### config.mk
export PLATFORM = sky130hd
export DESIGN_NAME = control_sequencer
export DESIGN_NICKNAME = d
export VERILOG_FILES = /design/src/rtl/cpu_ctrl_pkg.sv /design/src/rtl/microcode_rom.sv /design/src/rtl/control_sequencer.sv
export SDC_FILE = /design/constraint.sdc
export NUM_CORES = 1
export LEC_CHECK = 0
export ABC_AREA = 1
export BUFFER_PORTS_ARGS = -buffer_cell sky130_fd_sc_hd__buf_2
export CORE_MARGIN = 1.5
export CORE_UTILIZATION = 30
export CTS_BUF_LIST = sky130_fd_sc_hd__clkbuf_2 sky130_fd_sc_hd__clkbuf_4 sky130_fd_sc_hd__clkbuf_8
export DETAILED_ROUTE_END_ITERATION = 10
export GPL_ROUTABILITY_DRIVEN = 0
export PLACE_DENSITY = 0.52
export SETUP_SLACK_MARGIN = 0.05
export SLEW_MARGIN = 20
export SYNTH_ARGS = -nofsm -noshare
export SYNTH_HDL_FRONTEND = slang
export SYNTH_HIERARCHICAL = 1
export SYNTH_SLANG_ARGS = --single-unit
export TNS_END_PERCENT = 1
### constraint.sdc
create_clock -name clk -period 2.45 [get_ports clk]
set_input_delay 0.3675 -clock clk [delete_from_list [all_inputs] [get_ports clk]]
set_output_delay 0.3675 -clock clk [all_outputs]
set_load 0.1 [all_outputs]
### src/rtl/cpu_ctrl_pkg.sv
// Shared constants for the bus-CPU control path: opcodes, control-word bit
// positions, T-state encoding and widths.
package cpu_ctrl_pkg;

  localparam int CTRL_W = 16;
  localparam int OPC_W  = 4;
  localparam int TS_W   = 3;

  localparam logic [OPC_W-1:0] OP_NOP = 4'd0;
  localparam logic [OPC_W-1:0] OP_LDA = 4'd1;
  localparam logic [OPC_W-1:0] OP_ADD = 4'd2;
  localparam logic [OPC_W-1:0] OP_SUB = 4'd3;
  localparam logic [OPC_W-1:0] OP_STA = 4'd4;
  localparam logic [OPC_W-1:0] OP_LDI = 4'd5;
  localparam logic [OPC_W-1:0] OP_JMP = 4'd6;
  localparam logic [OPC_W-1:0] OP_JC  = 4'd7;
  localparam logic [OPC_W-1:0] OP_JZ  = 4'd8;
  localparam logic [OPC_W-1:0] OP_OUT = 4'd14;
  localparam logic [OPC_W-1:0] OP_HLT = 4'd15;

  // Bit positions inside the control word; bit 15 is reserved and never driven.
  localparam int PC_INC   = 0;
  localparam int PC_OUT   = 1;
  localparam int PC_LOAD  = 2;
  localparam int MAR_IN   = 3;
  localparam int RAM_OUT  = 4;
  localparam int RAM_IN   = 5;
  localparam int IR_IN    = 6;
  localparam int IR_OUT   = 7;
  localparam int A_IN     = 8;
  localparam int A_OUT    = 9;
  localparam int B_IN     = 10;
  localparam int ALU_OUT  = 11;
  localparam int ALU_SUB  = 12;
  localparam int OUT_IN   = 13;
  localparam int FLAGS_IN = 14;

  localparam logic [TS_W-1:0] T0 = 3'd0;
  localparam logic [TS_W-1:0] T1 = 3'd1;
  localparam logic [TS_W-1:0] T2 = 3'd2;
  localparam logic [TS_W-1:0] T3 = 3'd3;
  localparam logic [TS_W-1:0] T4 = 3'd4;

endpackage

### src/rtl/microcode_rom.sv
// Combinational microcode: maps (opcode, T-state, flags) to one control word
// and flags the final step of the instruction.
module microcode_rom
  import cpu_ctrl_pkg::*;
#(
  parameter int CW_W = CTRL_W
) (
  input  logic [OPC_W-1:0] opcode,
  input  logic [TS_W-1:0]  tstate,
  input  logic             carry,
  input  logic             zero,
  output logic [CW_W-1:0]  ctrl_word,
  output logic             last_step
);

  logic [CTRL_W-1:0] word;
  logic              mem_op;

  assign mem_op = (opcode == OP_LDA) || (opcode == OP_ADD) ||
                  (opcode == OP_SUB) || (opcode == OP_STA);

  always_comb begin
    // NOTE: every output gets a default before the case so no path leaves it
    // unassigned, which would otherwise infer a latch.
    word      = '0;
    last_step = 1'b0;
    case (tstate)
      T0: begin
        word[PC_OUT] = 1'b1;
        word[MAR_IN] = 1'b1;
      end
      T1: begin
        word[RAM_OUT] = 1'b1;
        word[IR_IN]   = 1'b1;
        word[PC_INC]  = 1'b1;
      end
      T2: begin
        last_step = !mem_op;
        case (opcode)
          OP_LDA, OP_ADD, OP_SUB, OP_STA: begin
            word[IR_OUT] = 1'b1;
            word[MAR_IN] = 1'b1;
          end
          OP_LDI: begin
            word[IR_OUT] = 1'b1;
            word[A_IN]   = 1'b1;
          end
          OP_JMP: begin
            word[IR_OUT]  = 1'b1;
            word[PC_LOAD] = 1'b1;
          end
          OP_JC: begin
            word[IR_OUT]  = carry;
            word[PC_LOAD] = carry;
          end
          OP_JZ: begin
            word[IR_OUT]  = zero;
            word[PC_LOAD] = zero;
          end
          OP_OUT: begin
            word[A_OUT]  = 1'b1;
            word[OUT_IN] = 1'b1;
          end
          OP_NOP, OP_HLT: word = '0;
          default:        word = '0;
        endcase
      end
      T3: begin
        last_step = (opcode != OP_ADD) && (opcode != OP_SUB);
        case (opcode)
          OP_LDA: begin
            word[RAM_OUT] = 1'b1;
            word[A_IN]    = 1'b1;
          end
          OP_ADD, OP_SUB: begin
            word[RAM_OUT] = 1'b1;
            word[B_IN]    = 1'b1;
          end
          OP_STA: begin
            word[A_OUT]  = 1'b1;
            word[RAM_IN] = 1'b1;
          end
          default: word = '0;
        endcase
      end
      T4: begin
        last_step = 1'b1;
        if (opcode == OP_ADD || opcode == OP_SUB) begin
          word[ALU_OUT]  = 1'b1;
          word[A_IN]     = 1'b1;
          word[FLAGS_IN] = 1'b1;
          word[ALU_SUB]  = (opcode == OP_SUB);
        end
      end
      // Unreachable encodings fall back to fetch so the counter cannot stick.
      default: last_step = 1'b1;
    endcase
  end

  assign ctrl_word = CW_W'(word);

endmodule

### src/rtl/control_sequencer.sv
// T-state sequencer for the 8-bit bus CPU: owns the step counter, the HALT
// state and run gating, and issues the microcode word for the current step.
module control_sequencer
  import cpu_ctrl_pkg::*;
#(
  parameter int CW_W = CTRL_W
) (
  input  logic            clk,
  input  logic            reset,
  input  logic            run,
  input  logic [3:0]      opcode,
  input  logic            carry,
  input  logic            zero,
  output logic [CW_W-1:0] ctrl,
  output logic [2:0]      tstate,
  output logic            halted
);

  localparam logic [0:0] ST_RUN  = 1'b0;
  localparam logic [0:0] ST_HALT = 1'b1;

  logic [0:0]      state;
  logic [TS_W-1:0] tstate_q;
  logic [CW_W-1:0] rom_word;
  logic            last_step;
  logic            advance;

  microcode_rom #(.CW_W(CW_W)) u_rom (
    .opcode    (opcode),
    .tstate    (tstate_q),
    .carry     (carry),
    .zero      (zero),
    .ctrl_word (rom_word),
    .last_step (last_step)
  );

  assign advance = (state == ST_RUN) && run;

  // NOTE: state registers use non-blocking assignments so every flop samples
  // the pre-edge values regardless of statement order.
  always_ff @(posedge clk or negedge reset) begin
    if (!reset) begin
      state    <= ST_RUN;
      tstate_q <= T0;
    end else if (advance) begin
      // HLT parks the counter on T2; only reset brings it back.
      if (tstate_q == T2 && opcode == OP_HLT) begin
        state <= ST_HALT;
      end else if (last_step) begin
        tstate_q <= T0;
      end else begin
        tstate_q <= tstate_q + 3'd1;
      end
    end
  end

  // Reset gates ctrl directly so it is zero while reset is low even if run=1.
  assign ctrl   = (reset && advance) ? rom_word : '0;
  assign tstate = tstate_q;
  assign halted = (state == ST_HALT);

endmodule

After elaboration in Yosys (flattened, before gate mapping)
Cells that the tools add are included.
{"block": "totals", "ff_bits": 4, "out_inout_bits": 20, "wordCells": 64}
{"block": "classes", "addsub": 1, "eq_ne": 16, "muxes": 26, "bitwise": 2, "reduce_logical": 17}
{"cell": "== test 4 x 3 -> 1 bit (second input constant)", "n": 4}
{"cell": "two-way mux 1 bit", "n": 15}
{"cell": "two-way mux 15 bit", "n": 1}
{"cell": "== test 4 bit (second input constant)", "n": 3}
{"cell": "case mux 1 bit (3 select lines)", "n": 4}
{"cell": "== test 4 x 2 -> 1 bit (second input constant)", "n": 2}
{"cell": "inequality test 4 x 2 -> 1 bit (second input constant)", "n": 2}
{"cell": "== test 3 x 2 -> 1 bit (second input constant)", "n": 2}
{"cell": "OR reduction 6 bit", "n": 1}
{"cell": "== test 4 x 1 -> 1 bit (second input constant)", "n": 1}
{"cell": "logical AND 1 bit", "n": 4}
{"cell": "logical OR 1 bit", "n": 4}
{"cell": "two-way mux 2 bit", "n": 2}
{"cell": "case mux 1 bit (2 select lines)", "n": 2}
{"cell": "case mux 2 bit (2 select lines)", "n": 1}
{"cell": "AND reduction 2 bit", "n": 2}
{"cell": "OR reduction 2 bit", "n": 2}
{"cell": "OR reduction 4 bit", "n": 1}
{"cell": "adder 3 x 1 -> 3 bit (second input constant)", "n": 1}
{"cell": "== test 3 x 1 -> 1 bit (second input constant)", "n": 1}
{"cell": "== test 3 bit (second input constant)", "n": 1}
{"cell": "zero test 3 bit", "n": 1}
{"cell": "two-way mux 3 bit", "n": 1}
{"cell": "OR reduction 3 bit", "n": 1}
{"cell": "other kinds (2)", "n": 3}

Depth between registers and ports, before layout
Gate-level depths: netlist of the first run.
{"block": "depth", "depth_word": 7, "ltp_mapped": 11, "depth_no_buf": 11}

Modules after synthesis
The synthesis of the first run kept the hierarchy.
{"mod": "control_sequencer", "n_inst": 1, "cells_each": 67, "area_per_inst_um2": 416.6}
{"mod": "microcode_rom", "n_inst": 1, "cells_each": 55, "area_per_inst_um2": 271.5}

Worst setup path after synthesis of the first run
Ideal clock, no wire load.
{"block": "synth_path", "kind": "register -> output", "start": "register tstate_q[2] (netlist: tstate[2])", "end": "output port ctrl[14]", "t_arrival_ps": 2928, "required_time_ps": 2082, "slack_ps": -845, "stages_incl_launch_ff": 8, "path_cell_list": "dfrtp_1 > inv_1 > nor3_1 > nand3_1 > inv_1 > buf_4 > inv_1 > nor2_1"}
{"block": "synth_between", "elab_chain_cells": 3}
{"element": "start, declared", "line_no": "control_sequencer.sv:23", "source": "logic [TS_W-1:0] tstate_q;"}
{"element": "start signal, assigned", "line_no": "control_sequencer.sv:52", "source": "tstate_q <= tstate_q + 3'd1;"}
{"element": "== test 3 bit", "line_no": "microcode_rom.sv:27", "source": "case (tstate)"}
{"element": "two-way mux 1 bit"}
{"element": "via rom_word[14]", "line_no": "control_sequencer.sv:24", "source": "logic [CW_W-1:0] rom_word;"}
{"element": "two-way mux 15 bit", "line_no": "control_sequencer.sv:58", "source": "assign ctrl = (reset && advance) ? rom_word : '0;"}
{"element": "end, declared", "line_no": "control_sequencer.sv:14", "source": "output logic [CW_W-1:0] ctrl,"}
The timed path passes the listed nets, and every way through them passes these cells.

Worst setup path in the final report of the first run
{"block": "layout_path", "start": "input port reset", "end": "output port ctrl[13]"}
{"block": "layout_between", "elab_chain_cells": 2}
{"element": "start, declared", "line_no": "control_sequencer.sv:9", "source": "input logic reset,"}
{"element": "logical AND 1 bit", "line_no": "control_sequencer.sv:58"}
{"element": "two-way mux 15 bit", "line_no": "control_sequencer.sv:58"}
Every way passes these cells.

==> results.cfg, run 1 <==
[detailed_routing]
top_layer_used = met4
wire_per_inst_um = 8.287
wl_um = 1475
first_pass_iters = 3
drc = 0
vias_per_cell = 4.197
wl_met2_um = 698
drtAntennaViolNets = 0
wl_met3_um = 71
drtIter0Drc = 15
num_vias = 747
m1WireLength_um = 693

[clock_tree]
cts_post_setup_buffers_inserted = 0
cts-buffers-inserted = 3
cts.repair.resized = 0
cts_buffer_depth = 2
clock_sinks = 4
clk_latency_ps = 240
cts_hold_buf = 1
cts_tree = built
htree_levels = 1
cts_root_buf = clkbuf_4
path_clk_slew_ps = 40

[layout]
final_nets = 162
final_core_util_pct = 41.23
fin_cells = 178
drive_above_1_share_pct = 40.67
antennaDiodeCount = 0
area_growth_pct = 31.27

[yosys]
ys_seq_area_share_pct = 14.55
synth_top_area_share_pct = 15.27
synth_top_family_by_area = simple AND/OR/NAND/NOR gates
synthMuxAreaShare_pct = 0
yosys_warnings = 6
ys_ff_latch = 4
synth-async-reset-ratio_pct = 100.0
synthXorXnorAreaFrac_pct = 0
synth_compound_area_share_pct = 6.909
synth-main-ff-cell = dfrtp_1
synth_area_leaders = inv_1, dfrtp_1, nor2_1, nand2_1, nor2_2
synthesis.area_um2 = 688.2
syn_inst = 122
synthAdderAreaFrac_pct = 3.636
synth.largest_area_cell = inv_1
syn-num-nets = 133
synth-simple-area-share_pct = 52.55
synth_edf_count = 0
synth.avg_cell_area_um2 = 5.641
ys_types = 23

[setup_path]
cp_top_family = buffers and inverters
cp-start-kind = primary input
crit_chain = dlygate4sd3_1, buf_2, nand2_4, nor2_2, buf_2
required_ps = 2080
crit_type = primary input to primary output
slowest_stage = dlygate4sd3_1
cpMostUsedCell = buf_2
end_kind = primary output
cp.arrival_ps = 1850
max_stage_delay_ps = 520
cp_num_buf_inv = 3
worstPathMaxFanout = 16

[sta]
fin_tns_setup_ps = 0
drv_slew = 1
timing.fmax_mhz = 450.1
fin_crit_sh_pct = 90.69
setup_viol = 0
worst_pin_slew_ps = 1718
slew_headroom_pct = -14.94
fin_crit_ps = 2222
grt_setup_unrepaired = false
fin_skew_ps = 5.309
hold_violations = 0

[status]
violations = max-slew violations
status = complete, but fails checks

[floorplanning]
fp.dieW_um = 50.90
die_h_um = 50.90
dieArea_um2 = 2590
start_util_pct = 31.41
io_pins = 29
core_area_um2 = 2191
rows = 17

[global_routing]
grt-ovfl-total = 0
grt_pass1_vias = 627
grt_pass1_wl_um = 2601
grt_use_total_pct = 13.05
antenna_found_initial = 0
grt_max_degree = 17

[place]
io_buffer_count = 27
place_hpwl_um = 1267
place_inst = 173

[pwr]
peakVddDrop_v = 0.0008277
p_leak_nw = 0.4924
power.density_nw_per_um2 = 1021
p_total_w = 0.0009226

[hold_path]
hold_path.class = primary input to register

[run]
cap_violations = 0
==> area by class of cell <==
class                      instances  area (um2)
clock buffer                       4       30.03
fill                             246        1287
inverter                          31       116.4
multi-input combinational         83       475.5
sequential                         4       101.3
tap                               28       35.03
timing repair buffer              28       145.1
==> synth_stat cells, types with 2 or more instances <==
master / n
inv_2: 3
nand2_1: 19
a21oi_1: 3
nor2_4: 3
dfrtp_1: 4
nor2_1: 22
o21ai_0: 2
nand3_1: 9
nor2_2: 10
buf_4: 3
inv_1: 28
nand2_2: 4
ha_1: 2
==> metal layers <==
metal,up-vias,track usage [%]
li1,412,-
met1,313,16.40
met2,20,22.37
met3,2,2.632
met4,0,4.054
met5,-,0
==> where the power goes <==
group / leakage (nW) / internal, W / total (W) / switching (W)
sequential: 0.0503 / 0.0000947 / 0.000162 / 0.0000674
combinational: 0.424 / 0.000136 / 0.000656 / 0.000521
clock: 0.0184 / 0.0000725 / 0.000104 / 0.0000317
==> path summary, 6_finish.rpt <==
path / start / endpoint / slack (ps) / depth (start not counted)
worst max-delay path: reset / ctrl[13] / 230 / 5
worst min-delay path: run / halted / 420 / 3
worst max register to register: tstate[0] / tstate[2] / 1040 / 10
worst min register to register: halted / halted / 580 / 1
max in group asynchronous: reset / tstate[1] / 1810 / 2
min in group asynchronous: reset / halted / 480 / 2
==> logic make-up (layout without fill, tap and decap cells) <==
group,after synthesis,count (layout)
other cells,1,1
flops,4,4
compound gates,8,8
fa+ha+maj,2,2
buf+inv,35,63
simple gates,72,72
==> per-stage QoR <==
step	hold WS, ps	worst slack (ps)	instance area, um2
global route	438.8	92.91	903.4
detailed placement	202.2	442.4	863.3
floorplan	71.91	-187.1	726.9
CTS	418.4	208.3	903.4
finish	417.8	228.2	903.4
global placement	200.4	445.8	863.3
==> sequential cells by signal (all words and copies together), names as in the netlist <==
register / cells
halted: 1
tstate: 3
==> cell usage in the layout (no fill, tap or decap) <==
cell type,n
ha_1,2
o21ai_0,2
nand2_4,1
dlygate4sd3_1,1
a21oi_2,1
dfrtp_1,3
nand2_1,19
nand4_1,1
buf_2,27
clkbuf_4,4
nor3_1,1
inv_1,28
inv_2,3
o22ai_1,1
nor2_2,10
a21oi_1,3
and2_4,1
nand3_2,1
dfrtp_2,1
nand3_1,9
nor2_1,17
nor2_4,8
conb_1,1
o21bai_1,1
nand2_2,4
==> worst min-delay path: cells and delay by family <==
kind / cells / cell delay [ps]
buf+inv: 2 / 120
compound gates: 1 / 130
Power figures use the tool's default switching activity.
==> inputs of run 2 (changes only) <==
--- a/config.mk
+++ b/config.mk
@@ -13,6 +13,7 @@
 export DETAILED_ROUTE_END_ITERATION = 10
 export GPL_ROUTABILITY_DRIVEN = 0
 export PLACE_DENSITY = 0.52
+export REMOVE_ABC_BUFFERS = 1
 export SETUP_SLACK_MARGIN = 0.05
 export SLEW_MARGIN = 20
 export SYNTH_ARGS = -nofsm -noshare
==> results.cfg, run 2 (synthesis results as in run 1) <==
[setup_path]
cp.arrival_ps = 1810
cp-start-kind = register
worstPathMaxFanout = 9
r2r_setup_slack_ps = 990
max_stage_delay_ps = 480
crit_chain = nor2_1, nand2_2, inv_1, nand3_1, nand3_1, inv_1, nor2_2, buf_2
regToRegStartpoint = tstate[0]
r2r_end = tstate[2]
slowest_stage = dfrtp_1
required_ps = 2080
end_kind = primary output
cp-endpoint = ctrl[8]
crit_start = tstate[0]
reg2reg_depth = 10
crit_type = register to primary output

[layout]
final_common_cell = inv_1
area_growth_pct = 24.55
fin_cells = 177
largest_reg_flops = 3
layout_common_cells = inv_1, buf_2, nor2_1, nand2_1, nor2_2
final_nets = 162
antennaDiodeCount = 0
final_core_util_pct = 39.12
drive_above_1_share_pct = 36.24

[detailed_routing]
drc = 0
first_pass_iters = 4
num_vias = 740
wire_per_inst_um = 8.610
drtIter0Drc = 11
wl_um = 1524
drtAntennaViolNets = 0
vias_per_cell = 4.181

[clock_tree]
cts.repair.resized = 0
htree_levels = 1
cts_tree = built
clock_sinks = 4
cts_root_buf = clkbuf_4
cts_hold_buf = 1
cts_post_setup_buffers_inserted = 0
path_clk_slew_ps = 40
cts_buffer_depth = 2
clk_latency_ps = 240
cts-buffers-inserted = 3

[place]
place_hpwl_um = 1231
place_inst = 173
io_buffer_count = 27

[sta]
setup_viol = 0
grt_setup_unrepaired = false
fin_crit_sh_pct = 89.03
timing.fmax_mhz = 458.4
worst_pin_slew_ps = 1716
fin_skew_ps = 2.957
fin_crit_ps = 2181
slew_headroom_pct = -14.81
hold_violations = 0
drv_slew = 1
hold_ws_ps = 420.6

[global_routing]
grt_pass1_vias = 600
grt_pass1_wl_um = 2615
grt_use_total_pct = 13.04
grt-ovfl-total = 0
grt_max_degree = 17
antenna_found_initial = 0

[floorplanning]
rows = 17
dieArea_um2 = 2590
core_area_um2 = 2191
die_h_um = 50.90
start_util_pct = 31.41
fp.dieW_um = 50.90
io_pins = 29

[status]
status = complete, but fails checks
violations = max-slew violations

[run]
cap_violations = 0

[pwr]
power.density_nw_per_um2 = 1040
p_leak_nw = 0.4889
peakVddDrop_v = 0.001059

[hold_path]
hold_path.class = primary input to register
==> run 2: worst min-delay path by stage <==
stage / start / end / cells past startpoint
after floorplan: reset / halted / 0
after global placement: reset / halted / 1
after detailed placement: reset / tstate[1] / 1
after CTS: run / halted / 3
after global routing: run / halted / 3
final: run / halted / 3
==> run 2: metal layers <==
layer / GRT usage [%] / routed length, um / vias to the layer above / part of all wire (%)
met5: 0 / 0 / - / 0
met4: 4.054 / 25 / 0 / 1.6
met3: 2.632 / 73 / 4 / 4.8
met2: 21.49 / 681 / 23 / 45
met1: 17.09 / 743 / 303 / 49
li1: - / - / 410 / -
==> run 2: cell type report <==
cell class,instances,area [um2]
Clock buffer,3,22.52
Fill cell,247,1334
Inverter,31,116.4
Multi-Input combinational cell,83,437.9
Sequential cell,4,100.1
Tap cell,28,35.03
Timing Repair Buffer,28,145.1
==> run 2: through the flow <==
stage	instance area [um2]	setup TNS, ps	total power [W]	worst slack (ps)
finish	857.1	0	0.0008914	268.7
global placement	824.5	0	0.0008104	450.5
CTS	857.1	0	0.0009010	252.6
detailed placement	824.5	0	0.0008118	434.6
global route	857.1	0	0.0009614	91.20
floorplan	654.4	-4880	0.0007000	-782.8
==> run 2: critical path, delay by kind of cell (launching register included) <==
kind,cells,cell delay [ps]
buffers and inverters,3,570
flip-flops,1,480
AND/OR/NAND/NOR,5,520
==> run 2: report_power, final <==
| part | switching (W) | internal (W) | leakage, nW | total, W |
|---|---|---|---|---|
| combinational | 0.000515 | 0.000134 | 0.423 | 0.000649 |
| sequential | 0.0000653 | 0.0000932 | 0.0516 | 0.000159 |
| clock | 0.0000289 | 0.0000549 | 0.0138 | 0.0000838 |
